File: config.mk
export PLATFORM = sky130hd
export DESIGN_NAME = lpf_power_trigger
export DESIGN_NICKNAME = d
export VERILOG_FILES = /design/src/rtl/lpf_power_trigger.sv
export SDC_FILE = /design/constraint.sdc
export NUM_CORES = 2
export LEC_CHECK = 0
export CAP_MARGIN = 25
export CORE_MARGIN = 3
export CORE_UTILIZATION = 26
export CTS_CLUSTER_DIAMETER = 200
export DETAILED_ROUTE_END_ITERATION = 10
export PLACE_DENSITY = 0.45
export REMOVE_ABC_BUFFERS = 1
export SLEW_MARGIN = 20
export SYNTH_ARGS = -nofsm -noshare
export SYNTH_HDL_FRONTEND = slang
export SYNTH_SLANG_ARGS = --single-unit
File: constraint.sdc
create_clock -name clk_i -period 7.5 [get_ports clk_i]
set_input_delay 0.75 -clock clk_i [delete_from_list [all_inputs] [get_ports clk_i]]
set_output_delay 0.75 -clock clk_i [all_outputs]
set_load 0.02 [all_outputs]
File: src/rtl/lpf_power_trigger.sv
// lpf_power_trigger: squares 8 filtered samples per clock, forms a sliding-window
// power over WINDOW clocks, and runs an arm/holdoff/re-arm threshold trigger
// that timestamps and counts each trigger.
// Optional feature: define LPF_POWER_TRIGGER_PEAK_EN to add peak_o, the maximum
// window power seen while in HOLDOFF.
module lpf_power_trigger #(
  parameter int DATBITS = 13,
  parameter int WINDOW  = 4,
  parameter int HOBITS  = 16,
  parameter int TSBITS  = 32,
  localparam int POWBITS = 2*DATBITS + 3 + $clog2(WINDOW)
) (
  input  logic                   clk_i,
  input  logic                   rstn_i,
  input  logic [8*DATBITS-1:0]   dat_i,
  input  logic [POWBITS-1:0]     thresh_i,
  input  logic [HOBITS-1:0]      holdoff_i,
  input  logic                   arm_i,
  output logic [POWBITS-1:0]     power_o,
  output logic                   trig_o,
  output logic [TSBITS-1:0]      trig_time_o,
  output logic [1:0]             state_o,
  output logic [15:0]            trig_count_o
`ifdef LPF_POWER_TRIGGER_PEAK_EN
  ,
  output logic [POWBITS-1:0]     peak_o
`endif
);

  localparam int SQB  = 2*DATBITS;
  localparam int SUMB = SQB + 3;

  typedef enum logic [1:0] {
    IDLE    = 2'd0,
    ARMED   = 2'd1,
    HOLDOFF = 2'd2,
    REARM   = 2'd3
  } state_e;

  logic [8*DATBITS-1:0] dat_q;
  logic [SQB-1:0]       sq_d   [8];
  logic [SQB-1:0]       sq_q   [8];
  logic [SQB:0]         s2_q   [4];
  logic [SQB+1:0]       s3_q   [2];
  logic [SUMB-1:0]      sum_q;
  logic [SUMB-1:0]      hist_q [WINDOW];
  logic [POWBITS-1:0]   acc_q;
  logic                 above_q;

  state_e               state_q;
  logic                 trig_q;
  logic [TSBITS-1:0]    ts_q;
  logic [TSBITS-1:0]    trig_time_q;
  logic [15:0]          trig_count_q;
  logic [HOBITS-1:0]    ho_cnt_q;
`ifdef LPF_POWER_TRIGGER_PEAK_EN
  logic [POWBITS-1:0]   peak_q;
`endif

  // The true square of a DATBITS signed value always fits in 2*DATBITS unsigned bits.
  function automatic logic [SQB-1:0] square(input logic signed [DATBITS-1:0] x);
    logic signed [SQB-1:0] xe;
    xe = SQB'(x);
    return xe * xe;
  endfunction

  // Square each registered sample.
  always_comb begin
    // NOTE: every always_comb output gets a value on every path, so no latch is inferred.
    for (int i = 0; i < 8; i++) sq_d[i] = '0;
    for (int i = 0; i < 8; i++) sq_d[i] = square(dat_q[i*DATBITS +: DATBITS]);
  end

  // Input capture, squares, adder tree, window history, accumulator and comparator.
  always_ff @(posedge clk_i or negedge rstn_i) begin
    if (!rstn_i) begin
      dat_q   <= '0;
      sum_q   <= '0;
      acc_q   <= '0;
      above_q <= 1'b0;
      for (int i = 0; i < 8; i++) sq_q[i] <= '0;
      for (int i = 0; i < 4; i++) s2_q[i] <= '0;
      for (int i = 0; i < 2; i++) s3_q[i] <= '0;
      // NOTE: the history is reset like any register; a stale entry would be
      // subtracted from a cleared accumulator and corrupt the running sum.
      for (int i = 0; i < WINDOW; i++) hist_q[i] <= '0;
    end else begin
      // NOTE: non-blocking assignments so every stage reads the previous-cycle values.
      dat_q <= dat_i;
      for (int i = 0; i < 8; i++) sq_q[i] <= sq_d[i];
      for (int i = 0; i < 4; i++) s2_q[i] <= {1'b0, sq_q[2*i]} + {1'b0, sq_q[2*i+1]};
      for (int i = 0; i < 2; i++) s3_q[i] <= {1'b0, s2_q[2*i]} + {1'b0, s2_q[2*i+1]};
      sum_q <= {1'b0, s3_q[0]} + {1'b0, s3_q[1]};
      hist_q[0] <= sum_q;
      for (int i = 1; i < WINDOW; i++) hist_q[i] <= hist_q[i-1];
      acc_q   <= acc_q + POWBITS'(sum_q) - POWBITS'(hist_q[WINDOW-1]);
      above_q <= (acc_q > thresh_i);
    end
  end

  // Free-running timestamp.
  always_ff @(posedge clk_i or negedge rstn_i) begin
    if (!rstn_i) ts_q <= '0;
    else         ts_q <= ts_q + TSBITS'(1);
  end

  // Trigger FSM with registered pulse, timestamp, count and holdoff counter.
  always_ff @(posedge clk_i or negedge rstn_i) begin
    if (!rstn_i) begin
      state_q      <= IDLE;
      trig_q       <= 1'b0;
      trig_time_q  <= '0;
      trig_count_q <= '0;
      ho_cnt_q     <= '0;
`ifdef LPF_POWER_TRIGGER_PEAK_EN
      peak_q       <= '0;
`endif
    end else begin
      trig_q <= 1'b0;
      case (state_q)
        IDLE: if (arm_i) state_q <= ARMED;
        ARMED: begin
          // Disarm takes priority over a simultaneous threshold crossing.
          if (!arm_i) begin
            state_q <= IDLE;
          end else if (above_q) begin
            state_q      <= HOLDOFF;
            trig_q       <= 1'b1;
            trig_time_q  <= ts_q;
            trig_count_q <= trig_count_q + 16'd1;
            ho_cnt_q     <= holdoff_i;
`ifdef LPF_POWER_TRIGGER_PEAK_EN
            peak_q       <= acc_q;
`endif
          end
        end
        HOLDOFF: begin
          if (ho_cnt_q == '0) state_q <= REARM;
          else                ho_cnt_q <= ho_cnt_q - HOBITS'(1);
`ifdef LPF_POWER_TRIGGER_PEAK_EN
          if (acc_q > peak_q) peak_q <= acc_q;
`endif
        end
        REARM: begin
          // Only re-arm once the power has dropped to or below threshold.
          if (!arm_i)        state_q <= IDLE;
          else if (!above_q) state_q <= ARMED;
        end
        default: state_q <= IDLE;
      endcase
    end
  end

  assign power_o      = acc_q;
  assign trig_o       = trig_q;
  assign trig_time_o  = trig_time_q;
  assign state_o      = state_q;
  assign trig_count_o = trig_count_q;
`ifdef LPF_POWER_TRIGGER_PEAK_EN
  assign peak_o       = peak_q;
`endif

endmodule

# After elaboration in Yosys (flattened, before gate mapping)
# Cells that the tools add are included.
# totals
reg_bits,752
inputBits,154
out_inout_bits,82
# classes
n_addsub,12
mul,8
order_cmp,1
eq_ne,10
mux,14
n_reduce_logical,6
# op_table
cell,n
$mul 13x13->26,8
$add 26x26->27,4
$add 27x27->28,2
$mux 16,3
$add 32x1->32 const B,1
$pmux 16 s2,1
$add 31x29->31,1
$gt 31x31->1,1
$sub 31x29->31,1
$add 28x28->29,1
$add 16x1->16 const B,1
$logic_not 16->1,1
$sub 16x1->16 const B,1
$mux 2,6
$ne 2x2->1 const B,5
$pmux 2 s4,1
$reduce_and 4->1,2
$ne 3x3->1 const B,2
$eq 2x2->1 const B,2
$mux 1,3
$reduce_and 3->1,1
$eq 2x1->1 const B,1
$logic_not 2->1,1
$reduce_bool 2->1,1

# Longest topological paths before layout
# depth
depth_word,3
depth_mapped,24
mapped_depth_nobuf,23

# Worst setup path after synthesis
# Ideal clock, no wire load.
# synth_path
kind,register to register
startpoint,register dat_q[3]
endpoint,register sq_q[206] in the netlist's numbering
setup_ns,0.128
arrival_time_ns,5.829
required_time_ns,7.372
path_slack_ns,1.544
path_stages_with_launch,21
n_path_buf,1
cell_sequence,dfrtp_1 > clkbuf_1 > nand2_1 > inv_1 > fa_1 > fa_1 > fa_1 > inv_1 > fa_1 > inv_1 > fa_1 > ha_1 > ha_1 > a21oi_1 > o22ai_1 > o41ai_1 > o21bai_1 > o21a_1 > a2111oi_0 > a21oi_1 > xor2_1
# synth_rtl
item,line,source
"start, declared",40,logic [8*DATBITS-1:0] dat_q;
"start signal, assigned",89,dat_q <= dat_i;
"end, declared",42,logic [SQB-1:0] sq_q [8];

==> flow_metrics.py <==
metrics = {
    "run_status": {
        "status": "complete, no violations",
    },
    "yosys": {
        "synth_edf_count": 0,
        "synth_cells": 7453,
        "ys_ff_latch": 744,
        "synth_mux_area_share_pct": 0.107,
        "synth-adder-area-share_pct": 44.4,
        "synth_area_um2": 76200,
        "synth_top_family_by_area": "adder cells",
        "netlist_top_cells_area": "fa_1, dfrtp_1, ha_1, inv_1, xnor2_1",
        "synth-main-ff-cell": "dfrtp_1",
        "synth_top_area_cell": "fa_1",
        "synth_simple_gate_area_share_pct": 9.94,
        "yosys.cell_types.count": 74,
        "syn-mean-instance-area_um2": 10.2,
        "synth_xor_area_share_pct": 5.23,
        "ys_warn_count": 0,
        "synth_compound_area_share_pct": 6.99,
        "synthArstFlopShare_pct": 100,
        "synth-seq-area-share_pct": 24.4,
        "synth_top_area_share_pct": 30.7,
    },
    "worst_setup_path": {
        "path_class": "flop to flop",
        "cp-start-kind": "flop",
        "crit_path_max_fanout": 15,
        "slowest_delay_ns": 0.70,
        "endpoint_kind": "flop",
        "critPathRequiredTime_ns": 8.09,
        "r2r_cells": 18,
        "path_depth": 18,
        "crit_buf_inv": 2,
        "critPathTopFamily": "adder cells",
        "crit_arrival_ns": 7.32,
        "crit_chain": "and2_1 > fa_1 > fa_1 > fa_1 > inv_1 > fa_1 > inv_1 > fa_1 > ha_1 > ha_1 > a21oi_1 > o22ai_1 > o41ai_1 > o21bai_1 > o21a_1 > a2111oi_0 > a21oi_1 > xor2_1",
        "slowest_stage": "a2111oi_0",
        "crit_top_cell": "fa_1",
    },
    "placed_design": {
        "numPortBuffers": 235,
        "gp_congestion": 0.810,
        "post-place-ws_ns": 0.682,
        "place_inst": 11500,
        "dp_hpwl_um": 146000,
    },
    "clocking": {
        "cts_root_buf": "clkbuf_16",
        "cts_tree": "done",
        "cts_buffers": 98,
        "clockBufferDepth": 3,
        "cts.sinks": 744,
        "post_cts_buffers": 0,
        "clock_latency_ns": 0.73,
        "cts_max_level": 3,
        "clk_pin_slew_worst_paths_ns": 0.07,
    },
    "cells_and_area": {
        "most-common-layout-cells": "inv_1, fa_1, ha_1, dfrtp_1, nand2_1",
        "finalNetCount": 9829,
        "final_layout_size_suffix_gt1_share_pct": 3.38,
        "final_common_cell": "inv_1",
        "fin_cells": 11700,
        "utilization_pct": 29.8,
        "fillCellCount": 30500,
        "syn2layout_area_growth_pct": 13.9,
    },
    "sta": {
        "finClkSkew_ns": 0.0434,
        "slew_headroom_pct": 38.2,
        "fin_ws_ns": 0.764,
        "grt_setup_unrepaired": "no",
        "tightest_slew_ns": 0.927,
        "finalCritPeriodShare_pct": 89.8,
        "fin_crit_ns": 6.74,
        "hold_viol": 0,
        "clock.fmax_ghz": 0.148,
        "drv_slew": 0,
        "finalSetupTns_ns": 0,
        "setup_violations": 0,
    },
    "flow_run": {
        "maxCapViolCount": 0,
    },
    "drt": {
        "drt_iter0_drc": 2121,
        "wl_um": 176000,
        "vias": 49200,
        "via_per_inst": 4.22,
        "dr.pass1.iters": 5,
        "drtAntennaViolNets": 0,
        "wl_per_cell_um": 15.1,
        "drcViolationCount": 0,
    },
    "global_routing": {
        "gr-total-overflow": 0,
        "grt_pass1_wl_um": 294000,
        "grtUsageTotal_pct": 12.1,
        "antenna_found_initial": 32,
        "grt_start_max_net_pins": 158,
        "grt_pass1_vias": 54700,
    },
    "die": {
        "dieArea_um2": 300000,
        "pin_count": 236,
        "num_rows": 198,
        "initial_core_util_pct": 26.2,
        "die_x_um": 547,
        "die_y_um": 547,
        "fp.coreArea_um2": 291000,
    },
    "worst_hold_path": {
        "hold_depth": 0,
        "hp-class": "flop to flop",
    },
}
==> what timing repair did <==
action | in CTS | in global routing
resized for setup | 0 | 0
hold buffers | 1 | 0
endpoints found under the hold margin | 43 | 0
==> cells by family (layout without fill, tap and decap cells) <==
| family | Yosys count | after routing |
|---|---|---|
| fa+ha+maj | 2004 | 2004 |
| simple gates | 1610 | 1610 |
| compound gates | 824 | 824 |
| other cells | 1 | 3 |
| xor+xnor | 455 | 455 |
| buf+inv | 1807 | 2107 |
| mux | 8 | 8 |
| flops | 744 | 744 |
==> stage by stage <==
step	hold WS (ns)	cell area, µm²
global route	0.339	86800
CTS	0.323	86800
finish	0.332	86800
global placement	0.331	83200
detailed placement	0.335	83200
floorplan	0.331	75700
==> state kept, by name (all words and copies together) (netlist names) <==
name          count
s3_q             56
s2_q            108
trig_time_o      32
state_o           2
hist_q          116
ho_cnt_q         16
above_q           1
trig_o            1
trig_count_o     16
ts_q             32
power_o          31
sum_q            29
sq_q            200
dat_q           104
==> Yosys cell counts (all sizes together) (109+ instances only) <==
master	number
xnor2	350
and2	185
ha	835
nor2	323
a21oi	241
fa	1169
dfrtp	744
nor2b	109
nand2	620
o21ai	151
inv	1659
clkbuf	147
==> final cells by class <==
| type | instances | area, µm² | share of cell area, % |
|---|---|---|---|
| inverters | 1659 | 6230 | 7.17 |
| clock buffers | 114 | 2640 | 3.04 |
| multi-input cells | 4902 | 50800 | 58.5 |
| repair buffers | 266 | 2630 | 3.03 |
| clock inverters | 68 | 985 | 1.13 |
| well taps | 3900 | 4880 | 5.62 |
| diodes | 2 | 5.00 | 0.00576 |
| flip-flops and latches | 744 | 18600 | 21.4 |
==> worst paths after layout <==
| kind | start | endpoint | slack, ns |
|---|---|---|---|
| worst min-delay path | hist_q[93]$_DFF_PN0_ | hist_q[64]$_DFF_PN0_ | 0.33 |
| min in group asynchronous | rstn_i | dat_q[47]$_DFF_PN0_ | 0.61 |
| max in group asynchronous | rstn_i | ho_cnt_q[0]$_DFFE_PN0P_ | 5.13 |
| worst max-delay path | dat_q[6]$_DFF_PN0_ | sq_q[206]$_DFF_PN0_ | 0.76 |
| worst max register to register | dat_q[6]$_DFF_PN0_ | sq_q[206]$_DFF_PN0_ | 0.76 |
| worst min register to register | hist_q[93]$_DFF_PN0_ | hist_q[64]$_DFF_PN0_ | 0.33 |
==> routing by layer <==
layer  vias up  routed length, µm  GRT usage, %
met2       671              84400          20.5
met1     24800              81700          16.6
met3       186               5720          1.44
met4         4               4090          2.90
met5         -                 28             0
li1      23500                  -             -
Power is left out: the tool's default activity adds up to more than one toggle a clock period on the data nets, which glitch-free logic cannot reach.
